**src/rtl/branch_flush_ctrl.sv**
```systemverilog
// branch_flush_ctrl: resolves ID-stage branches, redirects the PC and bubbles IF/ID for FLUSH_DEPTH cycles
module branch_flush_ctrl #(
    parameter int WIDTH       = 16,
    parameter int FLUSH_DEPTH = 1,
    parameter int CNT_W       = 16
) (
    input  logic             clk,
    input  logic             rst_n,
    input  logic             stall,
    input  logic             bl,
    input  logic             br,
    input  logic             beq,
    input  logic             bne,
    input  logic [WIDTH-1:0] rd1_sel,
    input  logic [WIDTH-1:0] rd2_sel,
    input  logic [WIDTH-1:0] pc_plus1,
    input  logic [WIDTH-1:0] target_addr,
    output logic             pc_load,
    output logic [WIDTH-1:0] redirect_addr,
    output logic [3:0]       branch_select,
    output logic             flush_nop,
    output logic             link_we,
    output logic [WIDTH-1:0] link_data,
    output logic             busy,
    output logic [CNT_W-1:0] taken_count
);
    typedef enum logic {IDLE, FLUSH} state_t;
    state_t state, state_nx;
    logic [2:0] cnt;
    logic armed, eq, taken, accept;
    logic [3:0] sel;
    assign eq     = rd1_sel == rd2_sel;
    assign taken  = bl | br | (beq & eq) | (bne & ~eq);
    assign accept = state == IDLE && armed && !stall && taken;
    assign sel    = bl ? 4'b1000 : br ? 4'b0100 : (beq & eq) ? 4'b0010 : 4'b0001;
    // state register
    always_ff @(posedge clk or negedge rst_n)
        if (!rst_n) state <= IDLE;
        else        state <= state_nx;
    // next state: leave FLUSH on the last unstalled bubble
    always_comb
        state_nx = state == IDLE ? (accept ? FLUSH : IDLE)
                                 : ((cnt == 3'd1 && !stall) ? IDLE : FLUSH);
    // state-decoded outputs
    always_comb begin
        flush_nop = state == FLUSH;
        busy      = state == FLUSH;
    end
    // redirect/link registers, bubble counter, statistics; armed blocks the first edge after reset release
    always_ff @(posedge clk or negedge rst_n) begin
        if (!rst_n) begin
            armed         <= 1'b0;
            cnt           <= '0;
            pc_load       <= 1'b0;
            branch_select <= '0;
            link_we       <= 1'b0;
            redirect_addr <= '0;
            link_data     <= '0;
            taken_count   <= '0;
        end else begin
            armed         <= 1'b1;
            pc_load       <= accept;
            link_we       <= accept & bl;
            branch_select <= accept ? sel : 4'b0000;
            cnt           <= accept ? 3'(FLUSH_DEPTH) : (state == FLUSH && !stall) ? cnt - 3'd1 : cnt;
            if (accept) begin
                redirect_addr <= (sel == 4'b0100) ? rd1_sel : target_addr;
                link_data     <= pc_plus1;
                taken_count   <= &taken_count ? taken_count : taken_count + 1'b1;
            end
        end
    end
endmodule

```
**config.mk**
```make
export PLATFORM = sky130hd
export DESIGN_NAME = branch_flush_ctrl
export DESIGN_NICKNAME = d
export VERILOG_FILES = /design/src/rtl/branch_flush_ctrl.sv
export SDC_FILE = /design/constraint.sdc
export NUM_CORES = 1
export LEC_CHECK = 0
export CORE_MARGIN = 2
export CORE_UTILIZATION = 42
export DETAILED_ROUTE_END_ITERATION = 10
export PLACE_DENSITY = 0.81
export SETUP_SLACK_MARGIN = 0.5
export SLEW_MARGIN = 20
export SYNTH_ARGS = -nofsm -noshare
export SYNTH_HDL_FRONTEND = slang
export SYNTH_SLANG_ARGS = --single-unit
export TNS_END_PERCENT = 50
```
**constraint.sdc**
```tcl
create_clock -name clk -period 2.3 [get_ports clk]
set_input_delay 0.23 -clock clk [delete_from_list [all_inputs] [get_ports clk]]
set_output_delay 0.23 -clock clk [all_outputs]
set_load 0.01 [all_outputs]
```
==> out/metrics.yaml <==
status:
  status: "complete, no violations"
sta:
  setup_viol: 0
  grt_setup_unrepaired: "true"
  final_min_period_over_clock_period_pct: 84.71
  fin_ws_ns: 0.3516
  fmax_mhz: 513.3
  report.final.slew_viol_count: 0
  final.setup_skew_ns: 0.004461
  finalHoldViolations: 0
  whs_ns: 0.1901
  final_period_minus_worst_setup_slack_ns: 1.948
cts:
  cts_root_buf: "sky130_fd_sc_hd__clkbuf_8"
  cts-buffers-inserted: 9
  htree_levels: 3
  latest_clock_arrival_within_the_worst_skew_pair_ns: 0.33
  cts_tree: "built"
  max-clock-path-buffers: 2
  clock_net_sink_count: 58
  clk_pin_slew_worst_paths_ns: 0.06
placement:
  gpl.final_weighted_congestion: 0.8116
  number_of_input_and_output_port_buffers_inserted: 126
  placement.setup.worst_slack_ns: -0.4925
  hpwlAfterDp_mm: 5.256
detailed_routing:
  drtAntennaViolNets: 0
  detailedRoute.firstPassIterationCount: 4
  routed_wire_length_per_instance_microns: 15.69
  residual_drc: 0
  drtIter0Drc: 79
  route.final.wire_length_mm: 7.360
  via_per_inst: 4.930
  vias: 2312
setup_path:
  r2r_startpoint: "busy"
  r2r_setup_slack_ns: 0.41
  crit_fanout: 7
  data_arrival_critical_path_ns: 2.16
  start_kind: "primary input"
  endpoint_kind: "flip-flop"
  rr_endpoint: "taken_count[12]"
  crit_type: "primary input to flip-flop"
  cp_data_required_time_ns: 2.51
  worst_r2r_path_depth: 5
yosys:
  synth-seq-area-share_pct: 52.11
  synthesis.area_sq_mm: 0.002785
  synth.avg_cell_area_sq_um: 11.85
  synthesis.instances: 235
  yosys_register_bits: 58
  synthesized_netlist_net_count: 309
  ys_warns: 0
  yosys.cell_types.count: 36
power:
  vdd.ir_drop.worst_mv: 0.5429
  finalPower_uw: 4264
  p_per_area_mw_per_mm2: 914.1
  leakage_dissipation_uw: 0.002185
worst_hold_path:
  min_delay_worst_endpoint: "redirect_addr[1]"
  timing.hold.worst_path_depth: 3
  hold_start: "rd1_sel[1]"
  hold_class: "primary input to flip-flop"
finish:
  final_nets: 461
  area_growth_syn_to_layout_pct: 67.48
  drive_above_1_share_pct: 27.04
  insertedDiodeCount: 0
floorplanning:
  effective_utilization_at_floorplan_pct: 43.61
  io_pins: 127
  std_cell_rows: 29
  placeableCoreArea_sq_mm: 0.006386
  die_area_sq_mm: 0.007299
  dieWidth_microns: 85.44
  die_h_microns: 85.44
grt:
  first_global_vias: 2425
  grt_first_pass_wirelength_mm: 11.58
  maximum_number_of_pins_on_one_net_before_global_route_repair: 59
  antenna_found_initial: 0
  grt_overflow_total: 0
  grt_usage_pct: 20.55
job:
  cap_violations: 0
-- per-stage QoR --
step	setup TNS, ns	cells	utilization, %	instance area [sq um]
3_5_place_dp	-19.36	443	66.71	4260
6_report	0	469	73.04	4664
3_3_place_gp	-18.95	443	66.71	4260
5_1_grt	0	469	73.04	4664
2_1_floorplan	0	235	-	2809
4_1_cts	0	467	71.94	4594
-- critical path, stage by stage --
cell and delay [ns]:
sky130_fd_sc_hd__buf_2 0.12, sky130_fd_sc_hd__xor2_2 0.18, sky130_fd_sc_hd__nor4_4 0.32, sky130_fd_sc_hd__nand4_1 0.25, sky130_fd_sc_hd__mux2_4 0.43, sky130_fd_sc_hd__nor4b_4 0.30, sky130_fd_sc_hd__mux2_4 0.33
-- layer usage --
layer / share of wire (%) / wire length [microns] / GRT usage [%]
met5: 0 / 0 / 0
met4: 1.2 / 87 / 6.926
met3: 8.0 / 588 / 7.490
met2: 53 / 3887 / 35.80
met1: 38 / 2797 / 23.27
-- Yosys cell counts --
| library cell | instances | share of area (%) |
|---|---|---|
| sky130_fd_sc_hd__a211oi_1 | 1 | 0.27 |
| sky130_fd_sc_hd__or3b_2 | 1 | 0.31 |
| sky130_fd_sc_hd__buf_4 | 2 | 0.54 |
| sky130_fd_sc_hd__dfrtp_1 | 58 | 52 |
| sky130_fd_sc_hd__mux2_1 | 2 | 0.81 |
| sky130_fd_sc_hd__conb_1 | 1 | 0.13 |
| sky130_fd_sc_hd__nor2_1 | 7 | 0.94 |
| sky130_fd_sc_hd__xor2_1 | 30 | 9.4 |
| sky130_fd_sc_hd__xnor2_1 | 1 | 0.31 |
| sky130_fd_sc_hd__o21ai_0 | 16 | 2.9 |
| sky130_fd_sc_hd__nor3b_1 | 1 | 0.27 |
| sky130_fd_sc_hd__clkbuf_1 | 3 | 0.40 |
| sky130_fd_sc_hd__nand4_1 | 3 | 0.67 |
| sky130_fd_sc_hd__o31ai_1 | 3 | 0.81 |
| sky130_fd_sc_hd__nand3_1 | 6 | 1.1 |
| sky130_fd_sc_hd__buf_2 | 5 | 0.90 |
| sky130_fd_sc_hd__mux2_2 | 17 | 6.9 |
| sky130_fd_sc_hd__and2_1 | 1 | 0.22 |
| sky130_fd_sc_hd__and3_1 | 1 | 0.22 |
| sky130_fd_sc_hd__buf_6 | 2 | 0.81 |
| sky130_fd_sc_hd__nand2b_1 | 2 | 0.45 |
| sky130_fd_sc_hd__ha_1 | 3 | 1.3 |
| sky130_fd_sc_hd__nor4b_1 | 1 | 0.31 |
| sky130_fd_sc_hd__nor4b_2 | 2 | 1.1 |
| sky130_fd_sc_hd__mux2_4 | 1 | 0.54 |
| sky130_fd_sc_hd__nor3_2 | 6 | 2.2 |
| sky130_fd_sc_hd__nor4_1 | 4 | 0.90 |
| sky130_fd_sc_hd__nor4_2 | 2 | 0.90 |
| sky130_fd_sc_hd__inv_1 | 4 | 0.54 |
| sky130_fd_sc_hd__nor3_1 | 2 | 0.36 |
| sky130_fd_sc_hd__nor2b_1 | 2 | 0.45 |
| sky130_fd_sc_hd__mux2i_1 | 16 | 5.8 |
| sky130_fd_sc_hd__and4_1 | 2 | 0.63 |
| sky130_fd_sc_hd__nor3b_2 | 1 | 0.45 |
| sky130_fd_sc_hd__nand2_1 | 25 | 3.4 |
| sky130_fd_sc_hd__nor4_4 | 1 | 0.76 |
-- registers in the layout (all words and copies together), names as in the netlist --
signal,count
pc_load,1
branch_select,4
busy,1
link_data,16
redirect_addr,16
armed,1
taken_count,16
cnt,3
-- cell families (layout without fill, tap and decap cells) --
kind of cell / Yosys count / in the layout / synth area share [%]
and+or+nand+nor: 70 / 70 / 15.54
adders and majority gates: 3 / 3 / 1.348
other: 1 / 1 / 0.1346
DFF: 58 / 58 / 52.11
muxes: 36 / 36 / 13.97
buffers and inverters: 16 / 173 / 3.189
xor gates and xnor gates: 31 / 31 / 9.748
AOI/OAI and AO/OA: 20 / 20 / 3.953
-- placed cells by master, fill, tap and decap left out, types with 2 or more instances in the layout --
cell type / n
sky130_fd_sc_hd__o21ai_0: 16
sky130_fd_sc_hd__clkinv_2: 2
sky130_fd_sc_hd__mux2_4: 4
sky130_fd_sc_hd__o31ai_1: 3
sky130_fd_sc_hd__nor2_1: 6
sky130_fd_sc_hd__inv_1: 3
sky130_fd_sc_hd__nand2b_1: 2
sky130_fd_sc_hd__and4_1: 2
sky130_fd_sc_hd__ha_1: 3
sky130_fd_sc_hd__clkbuf_8: 12
sky130_fd_sc_hd__mux2_2: 16
sky130_fd_sc_hd__clkdlybuf4s50_1: 93
sky130_fd_sc_hd__mux2i_1: 16
sky130_fd_sc_hd__clkbuf_2: 7
sky130_fd_sc_hd__buf_2: 10
sky130_fd_sc_hd__dfrtp_1: 58
sky130_fd_sc_hd__buf_12: 7
sky130_fd_sc_hd__buf_6: 9
sky130_fd_sc_hd__nor3_2: 2
sky130_fd_sc_hd__nor4_4: 4
sky130_fd_sc_hd__nand3_1: 5
sky130_fd_sc_hd__clkbuf_1: 2
sky130_fd_sc_hd__clkdlybuf4s15_1: 4
sky130_fd_sc_hd__nor4_2: 2
sky130_fd_sc_hd__nand2_1: 25
sky130_fd_sc_hd__nand4_1: 3
sky130_fd_sc_hd__nor4b_4: 3
sky130_fd_sc_hd__buf_4: 14
sky130_fd_sc_hd__nor2b_1: 2
sky130_fd_sc_hd__nor3_4: 5
sky130_fd_sc_hd__xor2_1: 29
sky130_fd_sc_hd__dlygate4sd2_1: 6
-- worst max path at each step --
stage / slack, ns / end / startpoint / cells past startpoint
2_1_floorplan: 0.44 / taken_count[14] / rd2_sel[9] / 7
3_3_place_gp: -0.49 / taken_count[1] / rd1_sel[9] / 8
3_5_place_dp: -0.49 / taken_count[1] / rd1_sel[9] / 8
4_1_cts: 0.28 / taken_count[12] / rd1_sel[1] / 8
5_1_grt: 0.28 / taken_count[10] / rd2_sel[5] / 10
6_report: 0.35 / taken_count[12] / rd1_sel[15] / 7
-- report_power, final --
group	switching (uW)	internal (uW)	total, uW
clock network	382	477	858
logic	705	1070	1780
registers	243	1390	1630
-- layout make-up --
type / instances / area, sq um
clock inverters: 2 / 10.01
fillers: 447 / 1722
flip-flops and latches: 58 / 1451
clock buffers: 14 / 172.7
well taps: 77 / 96.34
repair buffers: 153 / 1518
inverters: 4 / 15.01
multi-input cells: 161 / 1401
-- what timing repair did --
action,CTS,global route
cloned,1,1
resized for setup,103,23
endpoints found under the setup margin,53,53
pin swaps,32,11
hold endpoints to repair,58,0
setup buffers,6,1
hold buffers,1,0
(Power assumes the default switching activity.)
